File: src/rtl/vend_change_dispenser.sv
`default_nettype none
// ============================================================================
// Module   : vend_change_dispenser
// Brief    : Queues vend transactions and drives timed product and coin pulses.
// Revision : 1.0
// ============================================================================
module vend_change_dispenser #(
   parameter int PULSE_W = 4,
   parameter int GAP_W   = 2,
   parameter int DEPTH   = 4,
   parameter int OW      = 4
) (
   input  logic          clk,
   input  logic          rst,
   input  logic          z,
   input  logic [1:0]    change,
   input  logic          hopper_empty,
   output logic          product_pulse,
   output logic          coin_pulse,
   output logic          busy,
   output logic [OW-1:0] owed,
   output logic          req_drop,
   output logic          err_hopper
);
   localparam int AW = (DEPTH > 1) ? $clog2(DEPTH) : 1;
   localparam int CW = AW + 1;
   localparam int TW = $clog2(PULSE_W + GAP_W + 1);
   localparam logic [CW-1:0] c_full       = CW'(DEPTH);
   localparam logic [TW-1:0] c_pulse_last = TW'(PULSE_W - 1);
   localparam logic [TW-1:0] c_gap_last   = TW'(GAP_W - 1);

   typedef enum logic [2:0] {
      S_IDLE  = 3'd0,
      S_PROD  = 3'd1,
      S_PGAP  = 3'd2,
      S_COIN  = 3'd3,
      S_CGAP  = 3'd4,
      S_FAULT = 3'd5
   } state_t;

   state_t          state_q, state_d;
   logic [TW-1:0]   tmr_q, tmr_d;
   logic [1:0]      coins_left_q, coins_left_d;
   logic [CW-1:0]   count_q, count_d;
   logic [AW-1:0]   wr_ptr_q, wr_ptr_d, rd_ptr_q, rd_ptr_d;
   logic [OW-1:0]   owed_q, owed_d;
   logic            product_pulse_q, product_pulse_d;
   logic            coin_pulse_q, coin_pulse_d;
   logic            err_hopper_q, err_hopper_d;
   logic            req_drop_q, req_drop_d;
   logic [1:0]      fifo_q [DEPTH];
   logic            do_push, do_pop, coin_done;

   always_comb begin
      state_d         = state_q;
      tmr_d           = tmr_q;
      coins_left_d    = coins_left_q;
      product_pulse_d = product_pulse_q;
      coin_pulse_d    = coin_pulse_q;
      err_hopper_d    = err_hopper_q;
      do_pop          = 1'b0;
      coin_done       = 1'b0;
      // Fullness is judged on the registered count, so a same-edge pop never rescues a push.
      do_push         = z && (count_q != c_full);
      req_drop_d      = z && (count_q == c_full);

      case (state_q)
         S_IDLE: begin
            if (count_q != '0) begin
               do_pop          = 1'b1;
               coins_left_d    = fifo_q[rd_ptr_q];
               product_pulse_d = 1'b1;
               tmr_d           = '0;
               state_d         = S_PROD;
            end
         end
         S_PROD: begin
            if (tmr_q == c_pulse_last) begin
               product_pulse_d = 1'b0;
               tmr_d           = '0;
               state_d         = S_PGAP;
            end else begin
               tmr_d = tmr_q + 1'b1;
            end
         end
         S_PGAP, S_CGAP: begin
            if (tmr_q == c_gap_last) begin
               tmr_d = '0;
               if (coins_left_q == 2'd0) begin
                  state_d = S_IDLE;
               end else if (hopper_empty) begin
                  err_hopper_d = 1'b1;
                  state_d      = S_FAULT;
               end else begin
                  coin_pulse_d = 1'b1;
                  state_d      = S_COIN;
               end
            end else begin
               tmr_d = tmr_q + 1'b1;
            end
         end
         S_COIN: begin
            if (tmr_q == c_pulse_last) begin
               coin_pulse_d = 1'b0;
               coin_done    = 1'b1;
               coins_left_d = coins_left_q - 2'd1;
               tmr_d        = '0;
               state_d      = S_CGAP;
            end else begin
               tmr_d = tmr_q + 1'b1;
            end
         end
         S_FAULT: begin
            if (!hopper_empty) begin
               err_hopper_d = 1'b0;
               coin_pulse_d = 1'b1;
               tmr_d        = '0;
               state_d      = S_COIN;
            end
         end
         default: begin
            product_pulse_d = 1'b0;
            coin_pulse_d    = 1'b0;
            err_hopper_d    = 1'b0;
            tmr_d           = '0;
            state_d         = S_IDLE;
         end
      endcase

      count_d  = count_q + CW'(do_push) - CW'(do_pop);
      wr_ptr_d = wr_ptr_q + AW'(do_push);
      rd_ptr_d = rd_ptr_q + AW'(do_pop);
      owed_d   = owed_q + (do_push ? OW'(change) : '0) - OW'(coin_done);
   end

   always_ff @(posedge clk or posedge rst) begin
      if (rst) begin
         state_q         <= S_IDLE;
         tmr_q           <= '0;
         coins_left_q    <= '0;
         count_q         <= '0;
         wr_ptr_q        <= '0;
         rd_ptr_q        <= '0;
         owed_q          <= '0;
         product_pulse_q <= 1'b0;
         coin_pulse_q    <= 1'b0;
         err_hopper_q    <= 1'b0;
         req_drop_q      <= 1'b0;
         for (int i = 0; i < DEPTH; i++) fifo_q[i] <= '0;
      end else begin
         state_q         <= state_d;
         tmr_q           <= tmr_d;
         coins_left_q    <= coins_left_d;
         count_q         <= count_d;
         wr_ptr_q        <= wr_ptr_d;
         rd_ptr_q        <= rd_ptr_d;
         owed_q          <= owed_d;
         product_pulse_q <= product_pulse_d;
         coin_pulse_q    <= coin_pulse_d;
         err_hopper_q    <= err_hopper_d;
         req_drop_q      <= req_drop_d;
         if (do_push) fifo_q[wr_ptr_q] <= change;
      end
   end

   assign product_pulse = product_pulse_q;
   assign coin_pulse    = coin_pulse_q;
   assign err_hopper    = err_hopper_q;
   assign req_drop      = req_drop_q;
   assign owed          = owed_q;
   assign busy          = (state_q != S_IDLE) | (count_q != '0);
endmodule
`default_nettype wire

File: config.mk
export PLATFORM = sky130hd
export DESIGN_NAME = vend_change_dispenser
export DESIGN_NICKNAME = d
export VERILOG_FILES = /design/src/rtl/vend_change_dispenser.sv
export SDC_FILE = /design/constraint.sdc
export NUM_CORES = 1
export LEC_CHECK = 0
export ABC_AREA = 1
export CAP_MARGIN = 15
export CORE_MARGIN = 2
export CORE_UTILIZATION = 30
export DETAILED_ROUTE_END_ITERATION = 8
export PLACE_DENSITY = 0.52
export SLEW_MARGIN = 20
export SYNTH_ARGS = -nofsm -noshare
export SYNTH_HDL_FRONTEND = slang
export SYNTH_SLANG_ARGS = --single-unit
File: constraint.sdc
create_clock -name clk -period 3.59 [get_ports clk]
set_input_delay 0.718 -clock clk [delete_from_list [all_inputs] [get_ports clk]]
set_output_delay 0.718 -clock clk [all_outputs]
set_load 0.01 [all_outputs]
=== Word-level counts from Yosys, hierarchy flattened ===
Index checks and enable logic that the tools add are counted.

* Input port bits: 6
* Output and inout port bits: 9
* Logic and storage cells: 106
* Bits in registers: 31

* Reductions and logical operators: 19
* Multiplexer cells: 39
* Magnitude comparators: 3
* Eq/ne operators: 16
* Bitwise gates (word level): 6
* Add/subtract/negate cells: 8

{| class="wikitable"
|+ Operator list
! cell !! number
|-
| $mux 3 || 11
|-
| $pmux 3 s5 || 1
|-
| $ne 2x2->1 const B || 7
|-
| $mux 1 || 13
|-
| $mux 2 || 6
|-
| $pmux 3 s4 || 1
|-
| $reduce_and 5->1 || 2
|-
| $eq 3x2->1 const B || 3
|-
| $eq 3x3->1 const B || 3
|-
| $bwmux 8 || 1
|-
| $eq 3x1->1 const B || 2
|-
| $ge 3x3->1 const B || 2
|-
| $not 2->3 || 2
|-
| $pmux 1 s3 || 2
|-
| $reduce_and 3->1 || 2
|-
| $reduce_bool 3->1 || 2
|-
| $reduce_or 2->1 || 3
|-
| $add 2x1->2 || 2
|-
| $add 4x2->4 || 1
|-
| $bmux 2 s2 || 1
|-
| $demux 2 s2 || 1
|-
| $pmux 1 s4 || 1
|-
| $pmux 2 s2 || 1
|-
| $reduce_and 4->1 || 1
|-
| 16 further kinds || 20
|}

=== Depth between registers and ports, before layout ===
* Depth after elaboration: 6
* Gate-level depth with buffers: 12
* Mapped depth without buffers: 12

=== Worst setup path after synthesis ===
OpenSTA, ideal clock, no wires.

* Path kind: input to register
* Start point: input z
* End point: register count_q[2]
* Required time: 3461 ps
* Slack: 1290 ps
* Setup time: 129 ps
* Path buffers: 0
* Arrival: 2172 ps
* Cell stages on the path: 10
* Path through: inv_1 > a31oi_4 > inv_1 > ha_1 > inv_1 > ha_1 > inv_1 > fa_1 > xnor2_1 > xor2_1

* Longest elaborated chain between the ends: 3

{| class="wikitable"
|+ Ends and longest elaborated chain
! item !! line !! RTL
|-
| from (decl) || 15 || <nowiki>input logic z,</nowiki>
|-
| $logic_and 1x1->1 || 64 || <nowiki>do_push = z && (count_q != c_full);</nowiki>
|-
| $add 3x1->3 || 130 || <nowiki>count_d = count_q + CW'(do_push) - CW'(do_pop);</nowiki>
|-
| $sub 3x1->3 || 130 ||
|-
| net count_d[2] || 44 || <nowiki>logic [CW-1:0] count_q, count_d;</nowiki>
|-
| to (signal assigned) || 154 || <nowiki>count_q <= count_d;</nowiki>
|-
| to (decl) || 44 ||
|}

The timed path passes the listed nets, and every way through them passes these cells.
A chain may end at the register's enable or synchronous reset.

=== Worst setup path after layout ===
Same ends and word-level chain as after synthesis.

==> impl_metrics.env <==
export IMPL_status="finished, final reports clean"
export IMPL_final_core_util=0.362
export IMPL_critPathLaunch="z"
export IMPL_wl_mm=3.33
export IMPL_area_growth_syn_to_layout_pct=18.4
export IMPL_grt_first_pass_wirelength_mm=5.90
export IMPL_synth_area_leaders="dfrtp_1 (43%), nand2_1 (10%), ha_1 (9.8%)"
export IMPL_ys_warn_count=0
export IMPL_ant_nets=0
export IMPL_cts_buffers=5
export IMPL_vias=1352
export IMPL_globalplace_congestion=0.840
export IMPL_power_density_nw_per_um2=887
export IMPL_insertion_delay_ns=0.28
export IMPL_hold_path_class="reg2reg"
export IMPL_postCtsSetupRepairBufs=0
export IMPL_cts_sinks=31
export IMPL_synthDistinctLibCells=24
export IMPL_crit_fanout=8
export IMPL_grt_max_degree=32
export IMPL_skew_ns=0.00710
export IMPL_slew_viol_final=0
export IMPL_via_per_inst=4.36
export IMPL_die_h_um=81.3
export IMPL_clk_path_buf_depth=2
export IMPL_wire_per_inst_um=10.7
export IMPL_reg2reg_from="state_q[1]$_DFFE_PP0P_"
export IMPL_worstMarginPinSlew_ns=0.403
export IMPL_maxCapViolations=0
export IMPL_num_rows=28
export IMPL_dieArea_um2=6610
export IMPL_grt_overflow=0
export IMPL_place_hpwl_mm=2.53
export IMPL_min_period_ns=2.60
export IMPL_grtUsageTotal=0.120
export IMPL_yosysTopAreaCellShare=0.433
export IMPL_ctsHoldBuffers=0
export IMPL_hold_viol_final=0
export IMPL_setup_tns_ns=0
export IMPL_synth_edf_count=0
export IMPL_rrSetupSlack_ns=1.34
export IMPL_post_route_period_util=0.725
export IMPL_port_buffers=14
export IMPL_nets=257
export IMPL_seqCellArea_um2=776
export IMPL_yosysTopAreaCell="dfrtp_1"
export IMPL_max_freq_mhz=384
export IMPL_num_fill_cells=603
export IMPL_critPathKind="in2reg"
export IMPL_power_mw=1.88
export IMPL_syn_inst=213
export IMPL_ys_seq_area_frac=0.433
export IMPL_relSlewSlack=0.732
export IMPL_avgSynthCellArea_um2=8.41
export IMPL_worstPathArrival_ns=2.77
export IMPL_setup_viol=0
export IMPL_syn_nets=235
export IMPL_cp_start_kind="primary input"
export IMPL_antenna_found_initial=0
export IMPL_ios=15
export IMPL_n_antenna_cell=0
export IMPL_syn_area_um2=1790
export IMPL_core_area_um2=5850
export IMPL_die_width_um=81.3
export IMPL_drt_pass1_iterations=4
export IMPL_clkTransAtPathRegs_ns=0.07
export IMPL_drt_iter0_markers=65
export IMPL_drive_gt1_frac=0.128
export IMPL_initial_core_util=0.306
export IMPL_crit_required_ns=3.76
export IMPL_leakagePower_nw=1.11
export IMPL_grt_pass1_vias=1331
export IMPL_drc_errors=0
export IMPL_cts_tree="done"
export IMPL_yosys_register_bits=31
export IMPL_async_reset_ff_frac=1.00
export IMPL_htreeDepth=2
export IMPL_cp_end_kind="flop"
export IMPL_vdd_ir_drop_max_mv=0.314
export IMPL_rsz0062_at_grt="false"
export IMPL_multi_input_comb_area_um2=847
export IMPL_synthFlopType="dfrtp_1"
export IMPL_min_from="err_hopper$_DFFE_PP0P_"
export IMPL_cts_repair_resized=0
export IMPL_cts_root_buf="clkbuf_8"
-- metrics by stage --
stage	cell area (µm²)	instances	hold WS (ns)	worst slack [ns]
finish	2120	310	0.476	0.988
global route	2120	310	0.512	0.802
CTS	2120	310	0.479	0.972
detailed placement	2030	303	0.466	0.648
global placement	2030	303	0.456	0.718
floorplan	1790	213	0.436	1.29
-- synth_stat cells (5+ instances only) --
master	instances
nor2_1	10
nand2_1	50
o21ai_0	7
nand3_1	18
inv_2	8
inv_1	37
o21ai_1	5
ha_1	14
dfrtp_1	31
xor2_1	5
nand2_2	5
-- cells by family after synthesis --
family                     count (synthesis)  synth area share
xor gates and xnor gates                   7            0.0342
DFF                                       31             0.433
AOI/OAI and AO/OA                         19            0.0684
adders and majority gates                 16             0.120
and+or+nand+nor                           95             0.250
buffers and inverters                     45            0.0943
-- cell usage in the layout (no fill, tap or decap) --
master,count
clkdlybuf4s50_1,14
o211ai_1,2
clkbuf_8,6
nor4_1,1
nand3_4,1
o22ai_1,2
dfrtp_1,31
nor2_1,10
fa_1,2
ha_1,14
a31oi_4,1
nand4_1,3
a21oi_1,1
clkinv_2,1
xnor2_1,2
nand2_4,3
o21ai_2,1
o21ai_0,7
o21ai_1,5
or2_1,1
nand2_2,5
nor2_2,3
nand3_1,18
inv_1,37
xor2_1,5
inv_2,8
nand2_1,50
buf_4,1
-- per-layer routing --
metal	track usage	wire length [µm]	vias up
met2	0.180	1510	23
met3	0.0467	108	4
met5	0	0	-
met4	0.0458	39	0
met1	0.154	1670	617
li1	-	-	708
-- power breakdown --
group          leakage (nW)  switching (mW)  internal (mW)  total (mW)
Sequential            0.383           0.130          0.518       0.648
Clock                0.0470           0.135          0.150       0.285
Combinational         0.679           0.551          0.396       0.947
-- sequential cells by signal, indices dropped and copies added (netlist names) --
signal and count:
rd_ptr_q 2, coin_pulse 1, wr_ptr_q 2, product_pulse 1, err_hopper 1, fifo_q 8
req_drop 1, tmr_q 3, coins_left_q 2, owed 4, count_q 3, state_q 3
-- critical path: stages --
cell and delay, ns:
clkdlybuf4s50_1 0.45, inv_1 0.07, a31oi_4 0.27, inv_1 0.08, ha_1 0.29, inv_1 0.05, ha_1 0.13, inv_1 0.05
fa_1 0.38, xnor2_1 0.15, xor2_1 0.14
-- final cells by class --
type / count / area share
Clock buffer: 6 / 0.0389
Sequential cell: 31 / 0.366
Multi-Input combinational cell: 137 / 0.399
Clock inverter: 1 / 0.00236
Tap cell: 75 / 0.0442
Timing Repair Buffer: 15 / 0.0696
Inverter: 45 / 0.0796
-- worst paths after layout --
check / to / depth (start not counted)
max: count_q[2]$_DFF_PP0_ / 11
min: err_hopper$_DFFE_PP0P_ / 2
max reg2reg: count_q[2]$_DFF_PP0_ / 12
min reg2reg: err_hopper$_DFFE_PP0P_ / 2
max in group asynchronous: owed[2]$_DFF_PP0_ / 3
min in group asynchronous: err_hopper$_DFFE_PP0P_ / 3
(Power assumes the default switching activity.)
